`src/rtl/serial_add_pkg.sv`:
```
// Shared types and constants for the serial-adder scheduler.
// Provides the controller state encoding and the signed-overflow helper.
package serial_add_pkg;

  localparam int SA_WIDTH = 8;

  typedef enum logic [2:0] {
    IDLE    = 3'd0,
    LOAD    = 3'd1,
    SHIFT   = 3'd2,
    CAPTURE = 3'd3,
    RESP    = 3'd4
  } sa_state_t;

  // Two's-complement overflow: operands share a sign that the sum does not.
  function automatic logic add_ovf(input logic a_msb, input logic b_msb, input logic s_msb);
    return (a_msb == b_msb) && (s_msb != a_msb);
  endfunction

endpackage

```
`src/rtl/serial_add_sched_rr_arbiter.sv`:
```
// Combinational round-robin arbiter: grants the first request at or above ptr,
// wrapping to the lowest request when none are found above it.
module rr_arbiter
  import serial_add_pkg::*;
#(
  parameter int NREQ = 2,
  parameter int IDW  = 3
) (
  input  logic [NREQ-1:0] req,
  input  logic [IDW-1:0]  ptr,
  output logic [NREQ-1:0] gnt,
  output logic [IDW-1:0]  idx,
  output logic            any
);

  logic [NREQ-1:0] w_hi;
  logic [NREQ-1:0] w_pick;

  always_comb begin
    w_hi = '0;
    for (int i = 0; i < NREQ; i++) begin
      w_hi[i] = req[i] && (IDW'(i) >= ptr);
    end
    w_pick = (|w_hi) ? w_hi : req;
  end

  // Descending scan so the lowest set bit of w_pick is the last one written.
  always_comb begin
    gnt = '0;
    idx = '0;
    any = |req;
    for (int i = NREQ - 1; i >= 0; i--) begin
      if (w_pick[i]) begin
        gnt    = '0;
        gnt[i] = 1'b1;
        idx    = IDW'(i);
      end
    end
  end

endmodule

```
`src/rtl/serial_add_sched.sv`:
```
// Round-robin scheduler sharing one bit-serial adder between NREQ requesters.
// Optional signed-overflow result output enabled by defining SERIAL_ADD_OVF_EN.
module serial_add_sched
  import serial_add_pkg::*;
#(
  parameter int WIDTH = SA_WIDTH,
  parameter int NREQ  = 2,
  parameter int IDW   = 3
) (
  input  logic                  clk,
  input  logic                  rst,
  input  logic [NREQ-1:0]       req,
  input  logic [NREQ*WIDTH-1:0] req_a,
  input  logic [NREQ*WIDTH-1:0] req_b,
  output logic [NREQ-1:0]       gnt,
  output logic                  resp_valid,
  input  logic                  resp_ready,
  output logic [IDW-1:0]        resp_id,
  output logic [WIDTH-1:0]      resp_sum,
  output logic                  resp_cout,
`ifdef SERIAL_ADD_OVF_EN
  output logic                  resp_ovf,
`endif
  output logic                  dp_pload,
  output logic                  dp_enable,
  output logic [WIDTH-1:0]      dp_adata,
  output logic [WIDTH-1:0]      dp_bdata,
  input  logic [WIDTH-1:0]      dp_pout,
  input  logic                  dp_cout
);

  localparam int CW = $clog2(WIDTH) + 1;

  sa_state_t        r_state;
  sa_state_t        w_next;
  logic [IDW-1:0]   r_ptr;
  logic [CW-1:0]    r_cnt;
  logic [WIDTH-1:0] r_adata;
  logic [WIDTH-1:0] r_bdata;
  logic [WIDTH-1:0] r_sum;
  logic             r_cout;
  logic [IDW-1:0]   r_id;
`ifdef SERIAL_ADD_OVF_EN
  logic             r_ovf;
`endif

  logic [NREQ-1:0]  w_gnt;
  logic [IDW-1:0]   w_idx;
  logic             w_any;
  logic [IDW-1:0]   w_ptr_nxt;
  logic [WIDTH-1:0] w_a;
  logic [WIDTH-1:0] w_b;
  logic             w_last;

  rr_arbiter #(
    .NREQ(NREQ),
    .IDW (IDW)
  ) u_arb (
    .req(req),
    .ptr(r_ptr),
    .gnt(w_gnt),
    .idx(w_idx),
    .any(w_any)
  );

  always_comb begin
    w_a = '0;
    w_b = '0;
    for (int i = 0; i < NREQ; i++) begin
      if (w_gnt[i]) begin
        w_a = req_a[i*WIDTH +: WIDTH];
        w_b = req_b[i*WIDTH +: WIDTH];
      end
    end
  end

  assign w_ptr_nxt = (w_idx == IDW'(NREQ - 1)) ? '0 : w_idx + IDW'(1);
  assign w_last    = (r_cnt == CW'(WIDTH - 1));

  // State register
  always_ff @(posedge clk) begin
    if (rst) r_state <= IDLE;
    else     r_state <= w_next;
  end

  // Next-state logic
  always_comb begin
    w_next = r_state;
    case (r_state)
      IDLE:    if (w_any) w_next = LOAD;
      LOAD:    w_next = SHIFT;
      SHIFT:   if (w_last) w_next = CAPTURE;
      CAPTURE: w_next = RESP;
      RESP:    if (resp_ready) w_next = IDLE;
      default: w_next = IDLE;
    endcase
  end

  // Output decode; a grant raised while rst is high would never be honoured.
  always_comb begin
    gnt        = '0;
    dp_pload   = 1'b0;
    dp_enable  = 1'b0;
    resp_valid = 1'b0;
    case (r_state)
      IDLE:    if (!rst) gnt = w_gnt;
      LOAD:    dp_pload = 1'b1;
      SHIFT:   dp_enable = 1'b1;
      RESP:    resp_valid = 1'b1;
      default: ;
    endcase
  end

  // Operand latch, bit counter and result capture
  always_ff @(posedge clk) begin
    if (rst) begin
      r_ptr   <= '0;
      r_cnt   <= '0;
      r_adata <= '0;
      r_bdata <= '0;
      r_id    <= '0;
      r_sum   <= '0;
      r_cout  <= 1'b0;
`ifdef SERIAL_ADD_OVF_EN
      r_ovf   <= 1'b0;
`endif
    end else begin
      case (r_state)
        IDLE: begin
          if (w_any) begin
            r_adata <= w_a;
            r_bdata <= w_b;
            r_id    <= w_idx;
            r_ptr   <= w_ptr_nxt;
          end
        end
        LOAD: r_cnt <= '0;
        SHIFT: begin
          r_cnt <= r_cnt + CW'(1);
          if (w_last) r_cout <= dp_cout;
        end
        CAPTURE: begin
          r_sum <= dp_pout;
`ifdef SERIAL_ADD_OVF_EN
          r_ovf <= add_ovf(r_adata[WIDTH-1], r_bdata[WIDTH-1], dp_pout[WIDTH-1]);
`endif
        end
        default: ;
      endcase
    end
  end

  assign dp_adata  = r_adata;
  assign dp_bdata  = r_bdata;
  assign resp_id   = r_id;
  assign resp_sum  = r_sum;
  assign resp_cout = r_cout;
`ifdef SERIAL_ADD_OVF_EN
  assign resp_ovf  = r_ovf;
`endif

  ap_pload_enable_excl: assert property (@(posedge clk) disable iff (rst)
    !(dp_pload && dp_enable));
  ap_gnt_onehot: assert property (@(posedge clk) disable iff (rst) $onehot0(gnt));

endmodule

```
`config.mk`:
```
export PLATFORM = sky130hd
export DESIGN_NAME = serial_add_sched
export DESIGN_NICKNAME = d
export VERILOG_FILES = /design/src/rtl/serial_add_pkg.sv /design/src/rtl/serial_add_sched_rr_arbiter.sv /design/src/rtl/serial_add_sched.sv
export SDC_FILE = /design/constraint.sdc
export NUM_CORES = 1
export LEC_CHECK = 0
export CELL_PAD_IN_SITES_DETAIL_PLACEMENT = 1
export CELL_PAD_IN_SITES_GLOBAL_PLACEMENT = 1
export CORE_MARGIN = 3
export CORE_UTILIZATION = 31
export CTS_BUF_LIST = sky130_fd_sc_hd__clkbuf_8
export DETAILED_ROUTE_END_ITERATION = 8
export PLACE_DENSITY = 0.86
export SLEW_MARGIN = 20
export SYNTH_ARGS = -nofsm -noshare
export SYNTH_HDL_FRONTEND = slang
export SYNTH_HIERARCHICAL = 1
export SYNTH_SLANG_ARGS = --single-unit
```
`constraint.sdc`:
```
create_clock -name clk -period 2.2 [get_ports clk]
set_input_delay 0.44 -clock clk [delete_from_list [all_inputs] [get_ports clk]]
set_output_delay 0.44 -clock clk [all_outputs]
set_load 0.005 [all_outputs]
```
==> metrics.md, run 1 <==
| Metric | Value |
|---|---|
| Outcome | `finished, final reports clean` |
| Hold_sp | `resp_id[2]` |
| Core area | `5540 um2` |
| Fillers | `674` |
| Post-synthesis simple-gate area fraction | `about a quarter` |
| DRT iter0 DRCs | `70` |
| Max Fclk | `496.7 MHz` |
| Final Cell Area | `2751 um2` |
| LEAKAGE | `0.001094 uW` |
| Yosys Warn Count | `6` |
| Sink Count | `38` |
| CP Data Required Time | `between 1500 and 2000 ps` |
| Critical path's top delay family | `buffers and inverters` |
| Crit-path max FO | `2` |
| Reg-to-Reg Start | `r_ptr[1]` |
| Max Slew Vio Count | `0` |
| Peak supply drop | `0.3480 mV` |
| Die width | `81.92 um` |
| Clk_lat worst skew | `280 ps` |
| Number of global-route vias before repair | `around 1,800` |
| Dpl cells | `about 340` |
| Drt pass-1 iters | `5` |
| PwrDens | `723.5 nW/um2` |
| Worst setup SP type | `primary input` |
| Post-Syn Area | `1787 um2` |
| Internal | `1400 uW` |
| WP depth | `5` |
| First-pass GRT wire length | `approximately 8.3 mm` |
| DR DRC count | `0` |
| TritonCTS Buffers | `5` |
| Dpl hpwl | `3.764 mm` |
| # port buffers | `78` |
| CTS H-tree depth | `2` |
| Initial Util | `32.25%` |
| Area of the multi-input gates | `around 900 um2` |
| Cell Rows | `27` |
| Storage cell area | `approximately 760 um2` |
| Share of layout cells above drive strength 1 | `roughly 11%` |
| Post-synthesis mux area share | `6.162%` |
| Sequential share of power | `between 40% and 50%` |
| Capturing point of the worst reg2reg path | `dp_bdata[4]` |
| Distinct cell type count of the synthesized netlist | `39` |
| Clk_skew | `around 3.4 ps` |
| Slowest stage cell on the critical path | `clkdlybuf4s50_1` |
| Drt total wl | `5.060 mm` |
| Largest family of logic cells by synthesized area | `simple AND/OR/NAND/NOR gates` |
| Io pins | `79` |
| Commonest non-fill, non-tap cell in the layout | `clkdlybuf4s50_1` |
| TritonCTS clock tree | `done` |
| Antenna Diode Count | `0` |
| MaxCap Viol Count | `0` |
| Post-synth EDFFs | `0` |
| Nets | `323` |
| Seq/Total Area, Yosys | `between 40% and 50%` |
| Die area | `about 6700 um2` |
| Synth Instances | `197` |
| Routed vias/inst | `4.903` |
| GRT Residual Overflow | `0` |
| R2R depth | `7` |
| Hold worst-path end | `resp_id[2]` |
| Wire length per cell | `14.50 um` |
| Period utilisation layout | `91.52%` |
| Setup tns final | `0 ps` |
| Setup crit end kind | `output pin` |
| Clk buf depth | `2` |
| Fin. Hold Viols | `0` |
| Relative slew margins | `63.53%` |
| Largest net degree at the start of global routing | `40` |
| Routability cong. | `0.7388` |
| CP cell instances | `clkdlybuf4s50_1 -> inv_1 -> o21a_1 -> and3_1 -> dlygate4sd2_1` |
| Post-route ant nets | `0` |
| Layout Cells excl Fill | `349` |
| Worst hold path type | `flip-flop to flip-flop` |
| Slew @ Worst Pin | `between 500 and 600 ps` |
| FFs w/ async S/R, synth | `0%` |
| Final setup viols | `0` |
| Min cycle time layout | `2013 ps` |
| NetSw | `590.6 uW` |
| All-Layer GR Usage | `15.83%` |
| CP max stage delay | `480 ps` |
| Die height | `81.92 um` |
| FF-to-FF setup slack | `around 340 ps` |
| Layout overhead on the synthesized area | `53.99%` |
| Clock network power share | `24.7%` |
| Most frequent cells in the layout | `clkdlybuf4s50_1, dfxtp_1, nor2_1` |
| Hold path depth | `2` |
| Reg clk slew, reported paths | `70 ps` |
| Antenna violations before repair | `0` |
| Hold Buf Count CTS | `0` |
| Unrepaired setup endpoints after global routing | `false` |
| Main synth FF type | `dfxtp_1` |
| Combinational share of power | `33.2%` |
| Area post-placement | `2658 um2` |
| Compound-cell area share of the yosys netlist | `16.53%` |
| Synth Area in XOR/XNOR | `less than 1%` |
| Worst EP arrival | `1570 ps` |
| Critical path class | `primary input to output pin` |
| Switching share of power | `29.67%` |
| Synth Area in Adders | `0.7003%` |
| Via count | `1,711` |
| Worst Path Buf+Inv | `3` |
| Core Util, Final | `between 40% and 50%` |
| Post-synthesis register bit count | `38` |
| Avg Inst Size Synth | `9.070 um2` |
| CTS root buf | `clkbuf_8` |
[layout make-up]
class	count	area share, %
multi-input combinational	137	33.15
timing repair buffer	90	32.01
sequential	38	27.69
tap	72	3.274
clock buffer	6	3.001
inverter	4	0.5457
clock inverter	2	0.3183
[synth_stat cells, types with 3 or more instances]
cell type	n	share of area [%]
a21oi_1	7	2.0
dfxtp_1	38	43
mux2i_1	11	6.2
buf_2	7	2.0
nand2_1	9	1.9
nor2_1	32	6.7
a221oi_1	7	3.4
clkbuf_1	7	1.5
nand3b_1	5	2.1
a311oi_1	3	1.5
nand2b_1	8	2.8
nor3_1	16	4.5
nand3_1	3	0.84
inv_1	4	0.84
a221oi_2	7	5.9
buf_4	3	1.3
[logic make-up (layout without fill, tap and decap cells)]
kind of cell	count (synthesis)	in the layout
AOI/OAI and AO/OA	34	34
xor gates and xnor gates	2	2
adders and majority gates	1	1
buffers and inverters	23	102
DFF	38	38
muxes	11	11
other	1	2
and+or+nand+nor	87	87
[flip-flops by register name, indices dropped and copies added, names as in the netlist]
name,cells
dp_adata,8
dp_bdata,8
r_cnt,4
r_ptr,3
r_state,3
resp_cout,1
resp_id,3
resp_sum,8
[through the flow]
| stage | power [uW] | worst slack [ps] | hold slack [ps] |
|---|---|---|---|
| 4_1_cts | 2016 | 89.16 | 469.8 |
| 2_1_floorplan | 1186 | 422.1 | 452.7 |
| 6_report | 1991 | 186.6 | 465.3 |
| 3_5_place_dp | 1522 | -31.78 | 455.6 |
| 3_3_place_gp | 1505 | -3.335 | 447.6 |
| 5_1_grt | 2127 | 89.85 | 484.0 |
[what timing repair did]
action | 4_1_cts | 5_1_grt
gates resized for setup | 3 | 1
endpoints found under the setup margin | 1 | 1
hold endpoints to repair | 0 | 0
cloned | 0 | 0
setup buffers | 0 | 0
[tightest hold or removal path, cell delays in order, from the launching register on]
cell     delay, ps
dfxtp_1        320
nand2_1         50
a21oi_1         50
[per-layer routing]
metal,vias to the layer above,global-route usage [%],part of all wire (%)
li1,853,-,-
met1,810,18.80,44
met2,44,27.87,50
met3,4,4.386,5.4
met4,0,4.153,0.83
met5,-,0,0
[power groups by stage]
stage	sequential (uW)	clock (uW)	combinational, uW
final	839	491	661
after global routing	853	541	733
after CTS	840	506	671
after detailed placement	855	0	667
after global placement	849	0	655
after floorplan	844	0	343
[worst max path at each step]
stage          slack (ps)          to       start
6_report              190      gnt[1]      req[0]
5_1_grt                90  resp_valid  r_state[0]
4_1_cts                90   dp_enable  r_state[1]
3_5_place_dp          -30      gnt[0]      req[0]
3_3_place_gp           -3      gnt[0]      req[0]
2_1_floorplan         420      gnt[1]    r_ptr[1]
(Power assumes the default switching activity.)
==> run 2: changes to the inputs <==
==> constraint.sdc (replaced) <==
create_clock -name clk -period 2.1 [get_ports clk]
set_input_delay 0.42 -clock clk [delete_from_list [all_inputs] [get_ports clk]]
set_output_delay 0.42 -clock clk [all_outputs]
set_load 0.005 [all_outputs]
==> run 2 against run 1 <==
  * Register-to-register slack worse by 60 ps
  * Via count is 2.8% higher
  * Routed wire length is 3.0% higher
  * Sequential share of layout area is 0.13 points lower
  * Worst setup slack worse by 110 ps
  * Critical path depth is 3 lower
  * Clock power is 3% higher
==> metrics.md, run 2 (synthesis results as in run 1) <==
| Metric | Value |
|---|---|
| Hold worst-path end | `resp_id[2] (unchanged)` |
| Grt met2 use | `29.56% (was 27.87%)` |
| Die area | `6711 um2 (unchanged)` |
| Period utilisation layout | `a little over nine tenths` |
| CTS H-tree depth | `2 (unchanged)` |
| DRT iter0 DRCs | `46 (was 70)` |
| Most frequent cells in the layout | `clkdlybuf4s50_1, dfxtp_1, nor2_1 (unchanged)` |
| Top Usage Layer GRT | `met2 (unchanged)` |
| Antenna violations before repair | `0 (unchanged)` |
| Reg-to-Reg Start | `r_ptr[1] (unchanged)` |
| Fin. Hold Viols | `0 (unchanged)` |
| # port buffers | `78 (unchanged)` |
| Met1 Usage GRT | `19.28% (was 18.80%)` |
| Final setup viols | `0 (unchanged)` |
| Clk_skew | `2.080 ps (was 3.399 ps)` |
| Dpl hpwl | `3.945 mm (was 3.764 mm)` |
| Io pins | `79 (unchanged)` |
| Drt pass-1 iters | `4 (was 5)` |
| Core area | `5540 um2 (unchanged)` |
| Number of global-route vias before repair | `1,793 (was 1,784)` |
| Crit-path max FO | `11 (was 2)` |
| CTS root buf | `clkbuf_8 (unchanged)` |
| Max Fclk | `between 400 and 500 MHz` |
| Die height | `81.92 um (unchanged)` |
| Setup bufs post-CTS | `0 (unchanged)` |
| Layout overhead on the synthesized area | `54.69% (was 53.99%)` |
| Worst EP arrival | `1600 ps (was 1570 ps)` |
| Min cycle time layout | `2018 ps` |
| Nets | `324 (was 323)` |
| Unrepaired setup endpoints after global routing | `false (unchanged)` |
| Worst hold path type | `flip-flop to flip-flop (unchanged)` |
| FF-to-FF setup slack | `280 ps (was 340 ps)` |
| Area post-placement | `2665 um2 (was 2658 um2)` |
| Worst setup SP type | `flip-flop (was primary input)` |
| Power, Total | `2086 uW (was 1991 uW)` |
| Hold path depth | `2 (unchanged)` |
| Hold_sp | `resp_id[2] (unchanged)` |
| Share of layout cells above drive strength 1 | `11.87% (was 11.19%)` |
| Commonest non-fill, non-tap cell in the layout | `clkdlybuf4s50_1 (unchanged)` |
| Cell Rows | `27 (unchanged)` |
| Clk buf depth | `2 (unchanged)` |
| Max Slew Vio Count | `0 (unchanged)` |
| MaxCap Viol Count | `0 (unchanged)` |
| Fillers | `664 (was 674)` |
| Critical path class | `flip-flop to output pin (was primary input to output pin)` |
| Post-CTS sizing | `4 (was 3)` |
| Capturing point of the worst reg2reg path | `dp_bdata[4] (unchanged)` |
| Setup crit end kind | `output pin (unchanged)` |
| R2R depth | `7 (unchanged)` |
| Outcome | `finished, final reports clean (unchanged)` |
| GR Util met3 | `4.605% (was 4.386%)` |
| All-Layer GR Usage | `16.47% (was 15.83%)` |
| Post-route ant nets | `0 (unchanged)` |
| Reg clk slew, reported paths | `70 ps (about the same)` |
| Wire length per cell | `14.89 um (was 14.50 um)` |
| PnR worst setup slack | `81.52 ps (was 186.6 ps)` |
| Sink Count | `38 (unchanged)` |
| CP Data Required Time | `1680 ps (was 1760 ps)` |
| Slew @ Worst Pin | `554.5 ps (was 545.4 ps)` |
| Relative slew margins | `62.92% (was 63.53%)` |
| Via count | `1,759 (was 1,711)` |
| Post-placement worst setup slack | `-100.5 ps (was -31.78 ps)` |
| Final Cell Area | `2764 um2 (was 2751 um2)` |
| GRT Residual Overflow | `0 (unchanged)` |
| Drt total wl | `5.213 mm (was 5.060 mm)` |
| Routability cong. | `0.7346 (was 0.7388)` |
| TritonCTS Buffers | `5 (unchanged)` |
| Setup tns final | `0 ps (unchanged)` |
| Initial Util | `32.25% (unchanged)` |
| Antenna Diode Count | `0 (unchanged)` |
| PwrDens | `754.6 nW/um2 (was 723.5 nW/um2)` |
| First-pass GRT wire length | `8.487 mm (was 8.252 mm)` |
| Peak supply drop | `0.3526 mV (was 0.3480 mV)` |
| DR DRC count | `0 (unchanged)` |
| TritonCTS clock tree | `done (unchanged)` |
| Routed vias/inst | `5.026 (was 4.903)` |
| Largest net degree at the start of global routing | `40 (unchanged)` |
| LEAKAGE | `0.001102 uW (was 0.001094 uW)` |
| Hold Buf Count CTS | `0 (unchanged)` |
| Die width | `81.92 um (unchanged)` |
| Clk_lat worst skew | `280 ps (about the same)` |
[run 2: worst max path at each step]
stage,startpoint,end,slack (ps),cells past startpoint
after CTS,r_state[0],resp_valid,30,2
after floorplan,r_ptr[1],gnt[1],340,5
after global routing,r_state[0],dp_pload,7,2
after global placement,req[0],gnt[0],-90,5
final,r_state[0],dp_pload,80,2
after detailed placement,req[0],gnt[0],-100,5
[run 2: final cells by class]
type	count	area [um2]	share of cell area, %
Clock buffer	6	82.58	2.988
Clock inverter	2	8.758	0.3169
Inverter	4	15.01	0.5432
Multi-Input combinational cell	137	917.1	33.18
Sequential cell	38	762.0	27.57
Tap cell	72	90.09	3.259
Timing Repair Buffer	91	888.4	32.14
[run 2: report_power, final]
part | switching (uW) | total [uW] | internal [uW]
Clock | 246 | 506 | 260
Sequential | 71.1 | 884 | 813
Combinational | 299 | 695 | 396
[run 2: critical path, stage by stage, from the launching register on]
cell	delay, ps
dfxtp_1	630
and2_1	200
clkdlybuf4s50_1	490
[run 2: routing by layer]
metal | vias up | wire length [um]
li1 | 854 | -
met4 | 0 | 18
met5 | - | 0
met1 | 861 | 2136
met2 | 42 | 2787
met3 | 2 | 271
[run 2: metrics by stage]
stage | hold WS, ps | utilization (%) | cells
floorplan | 452.7 | - | 198
global placement | 447.1 | 48.10 | 342
detailed placement | 463.1 | 48.10 | 342
CTS | 476.5 | 49.80 | 350
global route | 507.5 | 49.89 | 350
finish | 470.9 | 49.89 | 350
